$ cat src/rtl/div_unsigned_32x20_pkg.sv
// Shared Calc_G definitions for the 32x20 divider: widths, FSM encoding and
// the fixed results returned for a zero divisor.
package div_unsigned_32x20_pkg;

    localparam int DW   = 32;
    localparam int VW   = 20;
    localparam int FRAC = 12;
    localparam int CW   = $clog2(DW);

    typedef enum logic [1:0] {
        IDLE = 2'd0,
        CALC = 2'd1,
        DONE = 2'd2
    } state_t;

    localparam logic [DW-1:0] DIV0_QUOTIENT = 32'hFFFF_FFFF;
    // Q20.12 representation of 1.0, shared with mult_unsigned_32x20.
    localparam logic [DW-1:0] Q_ONE         = 32'h0000_1000;

endpackage

$ cat src/rtl/div_restore_step.sv
// One combinational restoring-division step: shift in a dividend bit, then
// subtract the divisor when the shifted partial remainder is large enough.
module div_restore_step
    import div_unsigned_32x20_pkg::*;
(
    input  logic [VW:0]   prem_i,
    input  logic          bit_i,
    input  logic [VW-1:0] divisor_i,
    output logic [VW:0]   prem_o,
    output logic          qbit_o
);

    logic [VW+1:0] shifted;
    logic [VW+1:0] diff;

    // The borrow out of the extra top bit of diff is the "shifted < divisor" flag.
    always_comb begin
        shifted = {prem_i, bit_i};
        diff    = shifted - {2'b00, divisor_i};
        qbit_o  = ~diff[VW+1];
        prem_o  = qbit_o ? diff[VW:0] : shifted[VW:0];
    end

endmodule

$ cat src/rtl/div_unsigned_32x20.sv
// Sequential restoring divider: Q20.12 dividend / 20-bit integer divisor,
// one quotient bit per clock, with a fast path for a zero divisor.
module div_unsigned_32x20
    import div_unsigned_32x20_pkg::*;
(
    input  logic          clk,
    input  logic          rst,
    input  logic          start,
    input  logic [DW-1:0] dividend,
    input  logic [VW-1:0] divisor,
    output logic          busy,
    output logic          done,
    output logic [DW-1:0] quotient,
    output logic [VW-1:0] remainder,
    output logic          div_by_zero
);

    state_t        state_q;
    logic [CW-1:0] cnt_q;
    logic [DW-1:0] acc_q;
    logic [VW-1:0] dvs_q;
    logic [VW:0]   prem_q;
    logic          busy_q;
    logic          done_q;
    logic [DW-1:0] quo_q;
    logic [VW-1:0] rem_q;
    logic          dz_q;

    logic [VW:0]   prem_d;
    logic          qbit_d;
    logic [DW-1:0] acc_d;

    div_restore_step u_step (
        .prem_i    (prem_q),
        .bit_i     (acc_q[DW-1]),
        .divisor_i (dvs_q),
        .prem_o    (prem_d),
        .qbit_o    (qbit_d)
    );

    // Dividend bits leave the top of acc_q while quotient bits enter the bottom.
    assign acc_d = {acc_q[DW-2:0], qbit_d};

    always_ff @(posedge clk) begin
        if (rst) begin
            state_q <= IDLE;
            cnt_q   <= '0;
            busy_q  <= 1'b0;
            done_q  <= 1'b0;
            quo_q   <= '0;
            rem_q   <= '0;
            dz_q    <= 1'b0;
        end else begin
            done_q <= 1'b0;
            case (state_q)
                IDLE: begin
                    if (start) begin
                        acc_q   <= dividend;
                        dvs_q   <= divisor;
                        prem_q  <= '0;
                        cnt_q   <= '0;
                        busy_q  <= 1'b1;
                        state_q <= (divisor == '0) ? DONE : CALC;
                    end
                end
                CALC: begin
                    acc_q  <= acc_d;
                    prem_q <= prem_d;
                    cnt_q  <= cnt_q + 1'b1;
                    if (cnt_q == CW'(DW-1)) begin
                        quo_q   <= acc_d;
                        rem_q   <= prem_d[VW-1:0];
                        dz_q    <= 1'b0;
                        done_q  <= 1'b1;
                        busy_q  <= 1'b0;
                        state_q <= DONE;
                    end
                end
                DONE: begin
                    // Still busy here only on the zero-divisor path, which
                    // publishes its fixed result one cycle after acceptance.
                    if (busy_q) begin
                        quo_q  <= DIV0_QUOTIENT;
                        rem_q  <= '0;
                        dz_q   <= 1'b1;
                        done_q <= 1'b1;
                        busy_q <= 1'b0;
                    end else begin
                        state_q <= IDLE;
                    end
                end
                default: state_q <= IDLE;
            endcase
        end
    end

    assign busy        = busy_q;
    assign done        = done_q;
    assign quotient    = quo_q;
    assign remainder   = rem_q;
    assign div_by_zero = dz_q;

endmodule

$ cat config.mk
export PLATFORM = sky130hd
export DESIGN_NAME = div_unsigned_32x20
export DESIGN_NICKNAME = d
export VERILOG_FILES = /design/src/rtl/div_unsigned_32x20_pkg.sv /design/src/rtl/div_restore_step.sv /design/src/rtl/div_unsigned_32x20.sv
export SDC_FILE = /design/constraint.sdc
export NUM_CORES = 1
export LEC_CHECK = 0
export ABC_CLOCK_PERIOD_IN_PS = 3400
export BUFFER_PORTS_ARGS = -buffer_cell sky130_fd_sc_hd__buf_2
export CAP_MARGIN = 20
export CELL_PAD_IN_SITES_DETAIL_PLACEMENT = 0
export CELL_PAD_IN_SITES_GLOBAL_PLACEMENT = 2
export CORE_AREA = 2 2 143 145
export CTS_CLUSTER_DIAMETER = 100
export DETAILED_ROUTE_END_ITERATION = 8
export DIE_AREA = 0 0 145 147
export PLACE_DENSITY = 0.74
export SYNTH_ARGS = -nofsm -noshare
export SYNTH_HDL_FRONTEND = slang
export SYNTH_SLANG_ARGS = --single-unit
$ cat constraint.sdc
create_clock -name clk -period 3.4 [get_ports clk]
set_input_delay 0.17 -clock clk [delete_from_list [all_inputs] [get_ports clk]]
set_output_delay 0.17 -clock clk [all_outputs]
set_load 0.02 [all_outputs]
* After elaboration in Yosys (flattened, before gate mapping)
Cells that the tools add are included.
W data, S select, Z words.
** Storage, ports and cells
- Register bits :: 135
- Input port bits :: 55
- Output and inout port bits :: 55
- Word-level logic and storage cells :: 58
** Cells by class
- Add/sub/neg operators :: 2
- Equal/unequal tests :: 7
- Muxes and demuxes :: 26
- Bitwise gates (word level) :: 2
- Reduce and logical (&&, ||, !) cells :: 11
** Operators by type and width (count)
- $pmux W32 S2 :: 2
- $mux W32 :: 3
- $mux W21 :: 2
- $pmux W21 S2 :: 1
- $mux W20 :: 2
- $pmux W20 S2 :: 1
- $sub A22 B20 Y22 :: 1
- $logic_not A20 Y1 :: 1
- $reduce_and A3 Y1 :: 5
- $pmux W5 S2 :: 1
- $mux W2 :: 4
- $ne A2 B2 Y1 const B :: 4
- $pmux W2 S3 :: 1
- $add A5 B1 Y5 const B :: 1
- $eq A5 B5 Y1 const B :: 1
- $mux W1 :: 5
- $mux W5 :: 1
- $pmux W1 S2 :: 2
- $reduce_bool A2 Y1 :: 2
- $pmux W1 S3 :: 1
- $reduce_bool A3 Y1 :: 1
- $eq A2 B1 Y1 const B :: 1
- $eq A2 B2 Y1 const B :: 1
- $logic_not A2 Y1 :: 1
- other kinds (2) :: 3

* Depth between registers and ports, before layout
Gate-level depths: netlist of the first run.
- Word-level depth :: 4
- Depth in mapped cells :: 13
- Mapped depth without buffers :: 12

* Cells and area by module
A second synthesis of the first run with hierarchy kept.
** Second synthesis, totals
- Cell total of the unflattened synthesis :: 636
- Area, all modules :: 6764.0 um2
** Modules (own cells, without submodules)
- div_unsigned_32x20 :: instances 1, cells an instance 435, area an instance 5258.8 um2, sequential area each 3433.3 um2
- div_restore_step :: instances 1, cells an instance 201, area an instance 1505.2 um2, sequential area each 0.0 um2

* Worst setup path before layout of the first run
OpenSTA, ideal clock, no wires.
- Path type :: reg-to-reg
- Start point :: register state_q[0]
- End point :: register acc_q[0] (enable)
- Library setup time :: 0.464 ns
- Data arrival time :: 3.314 ns
- Data required time :: 2.936 ns
- Slack :: -0.378 ns
- Cell stages (with the launch flop) :: 6
- Buffers on the path :: 0
- Clock period less this slack :: 3.778 ns
- Cells stage by stage :: dfxtp_1 -> inv_1 -> ha_1 -> nand2b_1 -> o21ai_0 -> nor2_1
** Between the ends
- Longest elaborated chain between the ends :: 3
- Elaborated cells between the ends (all ways) :: 5
- Those cells by class :: eq/ne: 2; reduce/logical: 3
** Ends and longest elaborated chain
- from (decl) :: RTL line div_unsigned_32x20.sv:18 : state_t state_q;
- from (signal assigned) :: RTL line div_unsigned_32x20.sv:63 : state_q <= (divisor == '0) ? DONE : CALC;
- $eq A2 B1 Y1 or $logic_not A2 Y1 (tied branches) :: RTL line div_unsigned_32x20.sv:55 : case (state_q)
- $reduce_bool A2 Y1 (no line) or $ne A2 B2 Y1 (tied branches)
- $reduce_and A3 Y1 (no line) (*)
- to (signal assigned) :: RTL line div_unsigned_32x20.sv:58 : acc_q <= dividend;
- to (decl) :: RTL line div_unsigned_32x20.sv:20 : logic [DW-1:0] acc_q;
Mark *: on every way between the ends. The rest lies on a longest branch, timed or not.
A chain may end at the register's enable or synchronous reset.

* Final worst setup path of the first run
- Start point :: register prem_q[5]
- End point :: register prem_q[17] (data pin)
** Between the ends
- Longest elaborated chain between the ends :: 3
** Ends and longest elaborated chain
- from (decl) :: RTL line div_unsigned_32x20.sv:22 : logic [VW:0] prem_q;
- from (signal assigned) :: RTL line div_unsigned_32x20.sv:68 : prem_q <= prem_d;
- $sub A22 B20 Y22 :: RTL line div_restore_step.sv:19 : diff = shifted - {2'b00, divisor_i};
- $mux W21 :: RTL line div_restore_step.sv:21 : prem_o = qbit_o ? diff[VW:0] : shifted[VW:0];
- $pmux W21 S2 :: RTL line div_unsigned_32x20.sv:55
No other way between the ends.

==> results.md, run 1 <==
* Ys async rst share at 0
* Number of max-cap violations at 0
* Grt total ovfl at 0
* Input/output buffers at ~110
* Nets at roughly 790
* Gr usage total at 0.1519
* Final Hold Slack at ~43 ps
* Core area at 19840 um2
* RR Endpoint: prem_q[17]
* Commonest cells after routing, fill and taps aside: buf_2 (109), nor2_1 (84), edfxtp_1 (73)
* Min-delay src: dividend[22]
* Placed Area at 7092 um2
* Setup_tns at 0 ps
* Hold Vio Cnt, Final at 0
* Fraction of layout cells with a size suffix above 1 at 0.2621
* Die Y-Extent at about 150 um
* Seq cells post-synth at ~140
* Synthesis-to-layout area growth at 26.22%
* Post-Place Worst Slack at around 210 ps
* Final antenna-violating net count at 0
* Clock latency on the worst-skew pair at around 420 ps
* Sequential-to-total area share from yosys stat at 0.5491
* Count of flip-flops with a built-in enable after synthesis at 73
* Final Cycle Share at 0.9230
* Critical path type: flip-flop to flip-flop
* Clk buf depth at 2
* CTS clk-pin slew, worst paths at 60 ps
* Cells after synthesis at 582
* CTS HTree Levels at 4
* Rel. slew slack at 0.4165
* Die X at 145 um
* Design area at 7891 um2
* Die Footprint at around 21000 um2
* Gp weighted congestion at 0.8324
* Final setup vio count at 0
* Post-DP HPWL at 10790 um
* Hold EP: acc_q[22]
* Hold path depth at 2
* Synth Cell Area at 6252 um2
* CP Data Required Time at roughly 3600 ps
* DR DRC count at 0
* First drt pass iteration count at 6
* Starting Density at 0.3151
* Setup bufs post-CTS at 0
* Root Driver: clkbuf_16
* Worst Slack Setup Final at 261.9 ps
* Vias in the first global route at 5030
* Worst VDD drop at 0.4411 mV
* Total I/O pin count at 110
* CP max FO at 7
* Syn Area/Cell at about 11 um2
* Routed via count at 4690
* Vias per cell at 4.709
* Initial antenna violation count at 2
* Number of DRC markers in iteration 0 at 174
* Period minus WS final at 3138 ps
* Worst r2r src: prem_q[5]
* Unique cell type count in the Yosys netlist at 51
* DRT Wirelength at 15720 um
* Most common cell after layout, fill and taps aside: buf_2
* Hold Crit Class: primary input to flip-flop
* Pins Over Slew Limit at 0
* Reg2Reg Setup Slack at 260 ps
* Largest net degree at the start of global routing at 34
* Synth Warn # at 0
* Num rows at 52
* CP endpoint kind: flip-flop
* Slew @ Worst Pin at 866.0 ps
* Skew final at 14.21 ps
* Synthesized Nets at 664
* Routed len/inst at 15.78 um
* WP data arrival at 3300 ps
* CTS tree: done
* Cts bufs inserted at 17
* Worst setup path start: prem_q[5]
* R2R cell count at 11
* Outcome: finished clean
* Clk sinks at 135
* Max Clock Freq at 0.3187 GHz
* Global-route wire length before repair at 25590 um
* Most used flip-flop cell after synthesis: edfxtp_1
* Power Density at between 800 and 900 nW/um2
* Leak at around 3.3 nW
* Critical path launch point type: flip-flop
* RSZ-0062 raised after global routing: false
[power by group]
group,switching (mW),leakage (nW),internal (mW),total [mW]
logic,1.57,1.82,1.05,2.62
registers,0.216,1.19,2.25,2.46
clock network,0.732,0.286,1.10,1.83
[layout make-up]
cell class	instances	area, um2
antenna	1	2.502
inverter	31	116.4
timing repair buffer	138	817.0
tap	270	337.8
fill	1966	11950
clock inverter	11	111.4
clock buffer	21	481.7
sequential	135	3433
multi-input combinational	389	2591
[kinds of logic after synthesis]
family	share of synthesized area
AOI/OAI and AO/OA	0.08945
xor gates and xnor gates	0.02101
adders and majority gates	0.05523
buffers and inverters	0.03862
DFF	0.5491
muxes	0.09286
and+or+nand+nor	0.1537
[timing repair]
item | CTS | global route
hold buffers | 20 | 0
gates resized for setup | 0 | 1
setup endpoints to repair | 0 | 7
endpoints found under the hold margin | 20 | 0
[worst max-delay path, stage by stage (launching register included)]
cell	delay, ps
edfxtp_1	400
ha_1	360
a21o_1	220
a21o_1	180
a221oi_2	290
a21oi_1	130
o21a_1	240
a221o_1	360
nor2_4	110
buf_4	190
mux2i_1	310
nor2b_1	80
[metrics by stage]
step	std cells	total power, mW	utilization
4_1_cts	995	7.012	0.3974
5_1_grt	995	7.385	0.3975
2_1_floorplan	582	4.408	-
3_5_place_dp	943	5.126	0.3574
6_report	996	6.917	0.3977
3_3_place_gp	943	5.071	0.3574
[how the worst max path moves through the flow]
stage / cells after the start / to / slack [ps]
floorplan: 11 / prem_q[12] / 500
global placement: 11 / prem_q[6] / 320
detailed placement: 11 / prem_q[6] / 210
CTS: 11 / prem_q[6] / 190
global route: 11 / prem_q[5] / 20
finish: 11 / prem_q[17] / 260
[synthesized netlist by cell type, types with 2 or more instances]
cell / number / area, um2
a211oi_1: 2 / 15.01
a21o_1: 5 / 37.54
a21oi_1: 16 / 80.08
a22o_1: 2 / 17.52
a22oi_1: 2 / 15.01
a31oi_1: 5 / 31.28
a32oi_1: 2 / 17.52
and2_1: 2 / 12.51
and3_1: 4 / 25.02
buf_1: 2 / 7.510
clkbuf_1: 23 / 86.33
dfxtp_1: 62 / 1241
edfxtp_1: 73 / 2192
ha_1: 26 / 325.3
inv_1: 31 / 116.4
mux2_2: 32 / 360.4
mux2i_1: 22 / 220.2
nand2_1: 36 / 135.1
nand2b_1: 5 / 31.28
nand3_1: 4 / 20.02
nand4_1: 3 / 18.77
nor2_1: 85 / 319.1
nor2b_1: 22 / 137.6
nor3_1: 37 / 185.2
nor4_1: 6 / 37.54
o211ai_1: 2 / 15.01
o21a_1: 6 / 45.04
o21ai_0: 9 / 45.04
o21ai_1: 19 / 95.09
o21bai_1: 2 / 15.01
or2_2: 2 / 12.51
xnor2_1: 11 / 96.34
xor2_1: 4 / 35.03
[registers in the layout, indices dropped and copies added (netlist names)]
signal       count
acc_q           32
quotient        32
prem_q          21
dvs_q           20
remainder       20
cnt_q            5
state_q          2
busy             1
div_by_zero      1
done             1
[metal layers]
metal / global-route usage / vias up / share of wire
met5: 0 / - / 0.0010
met4: 0.04356 / 2 / 0.0088
met3: 0.06894 / 12 / 0.084
met2: 0.2512 / 118 / 0.47
met1: 0.1786 / 2244 / 0.44
li1: - / 2314 / -
Note: power is estimated with default switching activity, not from simulation.
==> run 2, diff against run 1 <==
--- a/config.mk
+++ b/config.mk
@@ -10,11 +10,12 @@
 export CAP_MARGIN = 20
 export CELL_PAD_IN_SITES_DETAIL_PLACEMENT = 0
 export CELL_PAD_IN_SITES_GLOBAL_PLACEMENT = 2
-export CORE_AREA = 2 2 143 145
+export CORE_AREA = 2 2 168 170
 export CTS_CLUSTER_DIAMETER = 100
 export DETAILED_ROUTE_END_ITERATION = 8
-export DIE_AREA = 0 0 145 147
-export PLACE_DENSITY = 0.74
+export DIE_AREA = 0 0 170 172
+export PLACE_DENSITY = 0.6
 export SYNTH_ARGS = -nofsm -noshare
 export SYNTH_HDL_FRONTEND = slang
+export SYNTH_HIERARCHICAL = 1
 export SYNTH_SLANG_ARGS = --single-unit
==> results.md, run 2 <==
* Outcome: finished clean
* CTS clk-pin slew, worst paths at 70 ps
* Design Power at 8.334 mW
* Syn Area/Cell at 10.64 um2
* Number of DRC markers in iteration 0 at around 200
* Final antenna-violating net count at 0
* RSZ-0062 raised after global routing: false
* Post-layout util at 0.3061
* Die Footprint at 29240 um2
* Gp weighted congestion at 0.7801
* Hold Crit Class: primary input to flip-flop
* Slew @ Worst Pin at just under 900 ps
* Die Y-Extent at 172 um
* Final Hold Slack at between 40 and 50 ps
* Hold EP: acc_q[22]
* CTS HTree Levels at 4
* Placed insts at 1066
* Post-DP HPWL at 12790 um
* Unique cell type count in the Yosys netlist at 54
* Commonest cells after routing, fill and taps aside: buf_2 (109), edfxtp_1 (73), nor3_1 (70)
* Critical path launch point type: flip-flop
* Routed via count at just over 5000
* CTS tree: done
* Most used flip-flop cell after synthesis: edfxtp_1
* Synthesis-to-layout area growth at 24.32%
* Max Clock Freq at 0.3269 GHz
* Gr usage total at 0.1310
* Synth Cell Area at approximately 6800 um2
* Initial antenna violation count at 0
* Clock latency on the worst-skew pair at 420 ps
* CP Data Required Time at 3580 ps
* Hold path depth at 2
* Cells after synthesis at between 600 and 700
* Power Density at 991.1 nW/um2
* Num rows at 61
* Share of Yosys cell area claimed by the top area cell type at 0.3241
* Fin cells at 1118
* Clk sinks at 135
* Root Driver: clkbuf_16
* Fraction of layout cells with a size suffix above 1 at 0.2798
* Global-route wire length before repair at 29300 um
* Rel. slew slack at 0.4105
* First drt pass iteration count at 4
* Leak at 3.379 nW
* Final Cycle Share at 0.8997
* Skew final at between 10 and 15 ps
* Ys async rst share at 0
* Worst VDD drop at between 0.3 and 0.4 mV
* Most common cell after layout, fill and taps aside: buf_2
* Post-Place Worst Slack at 337.0 ps
* Top cells by instance count after synthesis: edfxtp_1 (73), nor3_1 (70), dfxtp_1 (62)
* CP endpoint kind: flip-flop
* Pins Over Slew Limit at 0
* N_diodes at 0
* Worst Slack Setup Final at 341.0 ps
* Worst r2r src: prem_q[16]
* DRT Wirelength at approximately 19000 um
* Vias in the first global route at 5380
* Core area at 27480 um2
* Sequential-to-total area share from yosys stat at 0.5076
* Grt total ovfl at 0
* Starting Density at 0.2462
* Routed len/inst at ~17 um
* Critical path type: flip-flop to flip-flop
* Synthesized Nets at 718
* RR Endpoint: prem_q[15]
* Number of max-cap violations at 0
* Filler cells at 2894
* Final setup vio count at 0
* Cts bufs inserted at 17
* # resized after CTS at 0
* Internal at ~4.9 mW
* Register share of total power at 0.316
* Input/output buffers at 109
* Synth Warn # at 6
* Count of flip-flops with a built-in enable after synthesis at 73
* Reg2Reg Setup Slack at approximately 340 ps
* Sw Share at 0.4083
* DR DRC count at 0
* Placed Area at 7636 um2
* Design area at 8409 um2
* Vias per cell at 4.533
* WP data arrival at ~3200 ps
* Switching power at roughly 3.4 mW
* Largest net degree at the start of global routing at 55
* Combinational share of power at 0.464
* Area leader, netlist: edfxtp_1
* Count leader, synth: edfxtp_1
* Min-delay src: dividend[22]
* Clock network power share at 0.220
* Synth top area cells: edfxtp_1 (32%), dfxtp_1 (18%), mux2_2 (5.5%)
* Nets at 841
* Clk buf depth at 2
* R2R cell count at 10
* Setup_tns at 0 ps
* Period minus WS final at between 3000 and 4000 ps
* CP max FO at 8
* Total I/O pin count at 110
* Seq cells post-synth at 135
* Die X at 170 um
* Hold Vio Cnt, Final at 0
[run 2: cell types whose count changed after synthesis, sizes merged, moves of 16 or more]
cell and delta:
nor2 -34, a21oi +27, mux2i -19, o21ai -16
nor3 +34, nor2b -17, buf +20, mux2 +18
nand3b +22, and2 +22
[run 2: timing repair]
item                       CTS  global route
setup buffers                0             0
hold buffers                20             0
hold endpoints to repair    20             0
setup endpoints to repair    0             0
[run 2: per-layer routing]
metal,global-route usage,share of wire,vias to the layer above
met3,0.04005,0.055,5
met2,0.2176,0.47,104
met4,0.02936,0.0052,0
li1,-,-,2513
met5,0,0,-
met1,0.1678,0.47,2446
[run 2: cell families (layout without fill, tap and decap cells)]
kind of cell / Yosys count / in the layout / share of synthesized area
adders and majority gates: 27 / 27 / 0.05105
muxes: 53 / 53 / 0.09711
DFF: 135 / 135 / 0.5076
AOI/OAI and AO/OA: 90 / 90 / 0.08213
buffers and inverters: 67 / 203 / 0.05253
and+or+nand+nor: 247 / 247 / 0.1865
xor gates and xnor gates: 17 / 17 / 0.02312
[run 2: area by class of cell]
class / instances / area (um2) / share of cell area
Tap cell: 346 / 432.9 / 0.05148
Clock buffer: 17 / 425.4 / 0.05059
Sequential cell: 135 / 3433 / 0.4083
Clock inverter: 15 / 147.6 / 0.01756
Multi-Input combinational cell: 434 / 2989 / 0.3555
Timing Repair Buffer: 143 / 875.8 / 0.1042
Inverter: 28 / 105.1 / 0.01250
[run 2: critical path, cell delays in order, from the launching register on]
cell and delay [ps]:
edfxtp_1 400, ha_1 410, nand2_1 110, nor3_2 200, nand3_1 120, or3b_1 380
o211ai_2 230, xor2_2 230, buf_4 250, mux2_4 330, and2_1 160
[run 2: worst max path at each step]
stage,depth (start not counted),endpoint,slack [ps],startpoint
after floorplan,5,acc_q[0],560,state_q[0]
after global placement,10,prem_q[15],390,prem_q[3]
after detailed placement,10,prem_q[15],340,prem_q[16]
after CTS,10,prem_q[15],320,prem_q[16]
after global routing,10,prem_q[14],120,prem_q[16]
final,10,prem_q[15],340,prem_q[16]
[run 2: power groups by stage]
stage | combinational (mW) | sequential (mW) | clock [mW]
after floorplan | 2.61 | 2.93 | 0
after global placement | 3.89 | 2.66 | 0
after detailed placement | 3.90 | 2.67 | 0
after CTS | 3.94 | 2.64 | 1.91
after global routing | 4.28 | 2.71 | 1.96
final | 3.87 | 2.63 | 1.84
==> run 3, diff against run 2 <==
--- a/config.mk
+++ b/config.mk
@@ -10,12 +10,11 @@
 export CAP_MARGIN = 20
 export CELL_PAD_IN_SITES_DETAIL_PLACEMENT = 0
 export CELL_PAD_IN_SITES_GLOBAL_PLACEMENT = 2
-export CORE_AREA = 2 2 168 170
+export CORE_AREA = 2 2 148 179
 export CTS_CLUSTER_DIAMETER = 100
 export DETAILED_ROUTE_END_ITERATION = 8
-export DIE_AREA = 0 0 170 172
+export DIE_AREA = 0 0 150 181
 export PLACE_DENSITY = 0.6
 export SYNTH_ARGS = -nofsm -noshare
 export SYNTH_HDL_FRONTEND = slang
-export SYNTH_HIERARCHICAL = 1
 export SYNTH_SLANG_ARGS = --single-unit
==> results.md, run 3 (synthesized netlist as in run 1, its figures left out) <==
* DR DRC count at 0
* Outcome: finished clean
* Vias per cell at 4.417
* Worst VDD drop at 0.3326 mV
* Initial antenna violation count at 1
* Rel. slew slack at 0.4097
* Post-DP HPWL at roughly 11000 um
* Clk sinks at 135
* Leak at 3.303 nW
* Number of max-cap violations at 0
* Num rows at 64
* RSZ-0062 raised after global routing: false
* Number of DRC markers in iteration 0 at ~230
* CTS clk-pin slew, worst paths at around 70 ps
* Reg2Reg Setup Slack at 220 ps
* Min-delay src: dividend[11]
* CP Data Required Time at between 3000 and 4000 ps
* Starting Density at 0.2471
* Fin cells at 1055
* Vias in the first global route at 5034
* Period minus WS final at 3175 ps
* RR Endpoint: prem_q[19]
* Core area at 25300 um2
* Pins Over Slew Limit at 0
* Input/output buffers at 109
* Routed via count at 4660
* Root Driver: clkbuf_16
* Global-route wire length before repair at ~27000 um
* Clock latency on the worst-skew pair at 420 ps
* WP data arrival at 3340 ps
* Die X at ~150 um
* Post-layout util at 0.3154
* CP endpoint kind: flip-flop
* Final Cycle Share at 0.9339
* Gp weighted congestion at slightly below 0.8
* Max Clock Freq at 0.3149 GHz
* Grt total ovfl at 0
* Critical path launch point type: flip-flop
* CTS HTree Levels at 4
* Most common cell after layout, fill and taps aside: buf_2
* Crit path to: prem_q[19]
* N_diodes at 0
* DRT Wirelength at 16590 um
* CP max FO at 14
* Hold Vio Cnt, Final at 0
* Cts bufs inserted at 17
* R2R cell count at 11
* Skew final at around 10 ps
* Final antenna-violating net count at 0
* Final setup vio count at 0
* Slew @ Worst Pin at 876.2 ps
* Setup_tns at 0 ps
* Commonest cells after routing, fill and taps aside: buf_2 (109), nor2_1 (84), edfxtp_1 (73)
* Hold Crit Class: primary input to flip-flop
* Worst setup path start: prem_q[5]
* Power Density at 878.6 nW/um2
* First drt pass iteration count at 4
* Critical path type: flip-flop to flip-flop
* Total I/O pin count at 110
* Fraction of layout cells with a size suffix above 1 at 0.2621
* CTS tree: done
* Die Y-Extent at 181 um
* Gr usage total at 0.1260
* Nets at 794
* Worst r2r src: prem_q[5]
* Routed len/inst at 15.72 um
* Die Footprint at around 27000 um2
* Clk buf depth at 2
* Placed insts at 1003
* Largest net degree at the start of global routing at 54
* Synthesis-to-layout area growth at 27.66%
## run 3: changes by cell type in the layout (fill, tap and decap cells not counted), sizes merged, moves of 19 or more
cell,previous run,this run
a21oi,43,16
and2,24,2
mux2i,3,22
nand3b,22,0
nor2,52,86
nor3,71,37
## run 3: area by class of cell
type,instances,area (um2)
clock buffers,18,439.2
clock inverters,14,162.7
fillers,2647,17320
inverters,31,116.4
multi-input cells,389,2591
flip-flops and latches,135,3433
well taps,330,412.9
repair buffers,138,825.8
## run 3: how the worst min path moves through the flow
stage	to	slack, ps	depth (start not counted)
2_1_floorplan	dvs_q[0]	270	0
3_3_place_gp	dvs_q[4]	370	1
3_5_place_dp	dvs_q[10]	370	1
4_1_cts	acc_q[28]	30	2
5_1_grt	acc_q[21]	30	2
6_report	acc_q[11]	50	2
## run 3: power breakdown
| group | leakage, nW | internal (mW) | switching (mW) |
|---|---|---|---|
| logic | 1.82 | 1.06 | 1.59 |
| clock network | 0.290 | 1.12 | 0.784 |
| registers | 1.19 | 2.25 | 0.215 |
| total | 3.30 | 4.42 | 2.59 |
## run 3: routing by layer
metal / vias up / share of wire / global-route usage
met5: - / 0.00078 / 0
li1: 2313 / - / -
met2: 110 / 0.47 / 0.2069
met1: 2216 / 0.45 / 0.1529
met3: 19 / 0.068 / 0.04722
met4: 2 / 0.013 / 0.03811
## run 3: critical path: stages (launching register included)
cell and delay [ps]:
edfxtp_1 400, ha_1 370, a21o_1 220, a21o_1 180, a221oi_2 300, a21oi_1 130, o21a_1 230, a221o_1 350
nor2_4 100, buf_4 280, mux2i_1 290, nor2b_1 70
## run 3: per-stage QoR
step	cell area (um2)	setup WS (ps)	power, mW	hold WS, ps
after global placement	7179	303.8	5.129	367.9
after global routing	7981	12.16	7.515	27.80
after detailed placement	7179	242.1	5.168	365.6
after floorplan	6255	495.9	4.408	268.9
final	7981	224.6	7.012	47.67
after CTS	7981	211.3	7.134	28.42
## run 3: what timing repair did
item | 4_1_cts | 5_1_grt
hold endpoints to repair | 20 | 0
setup buffers | 0 | 0
resized for setup | 0 | 0
setup endpoints to repair | 0 | 0
hold buffers | 20 | 0
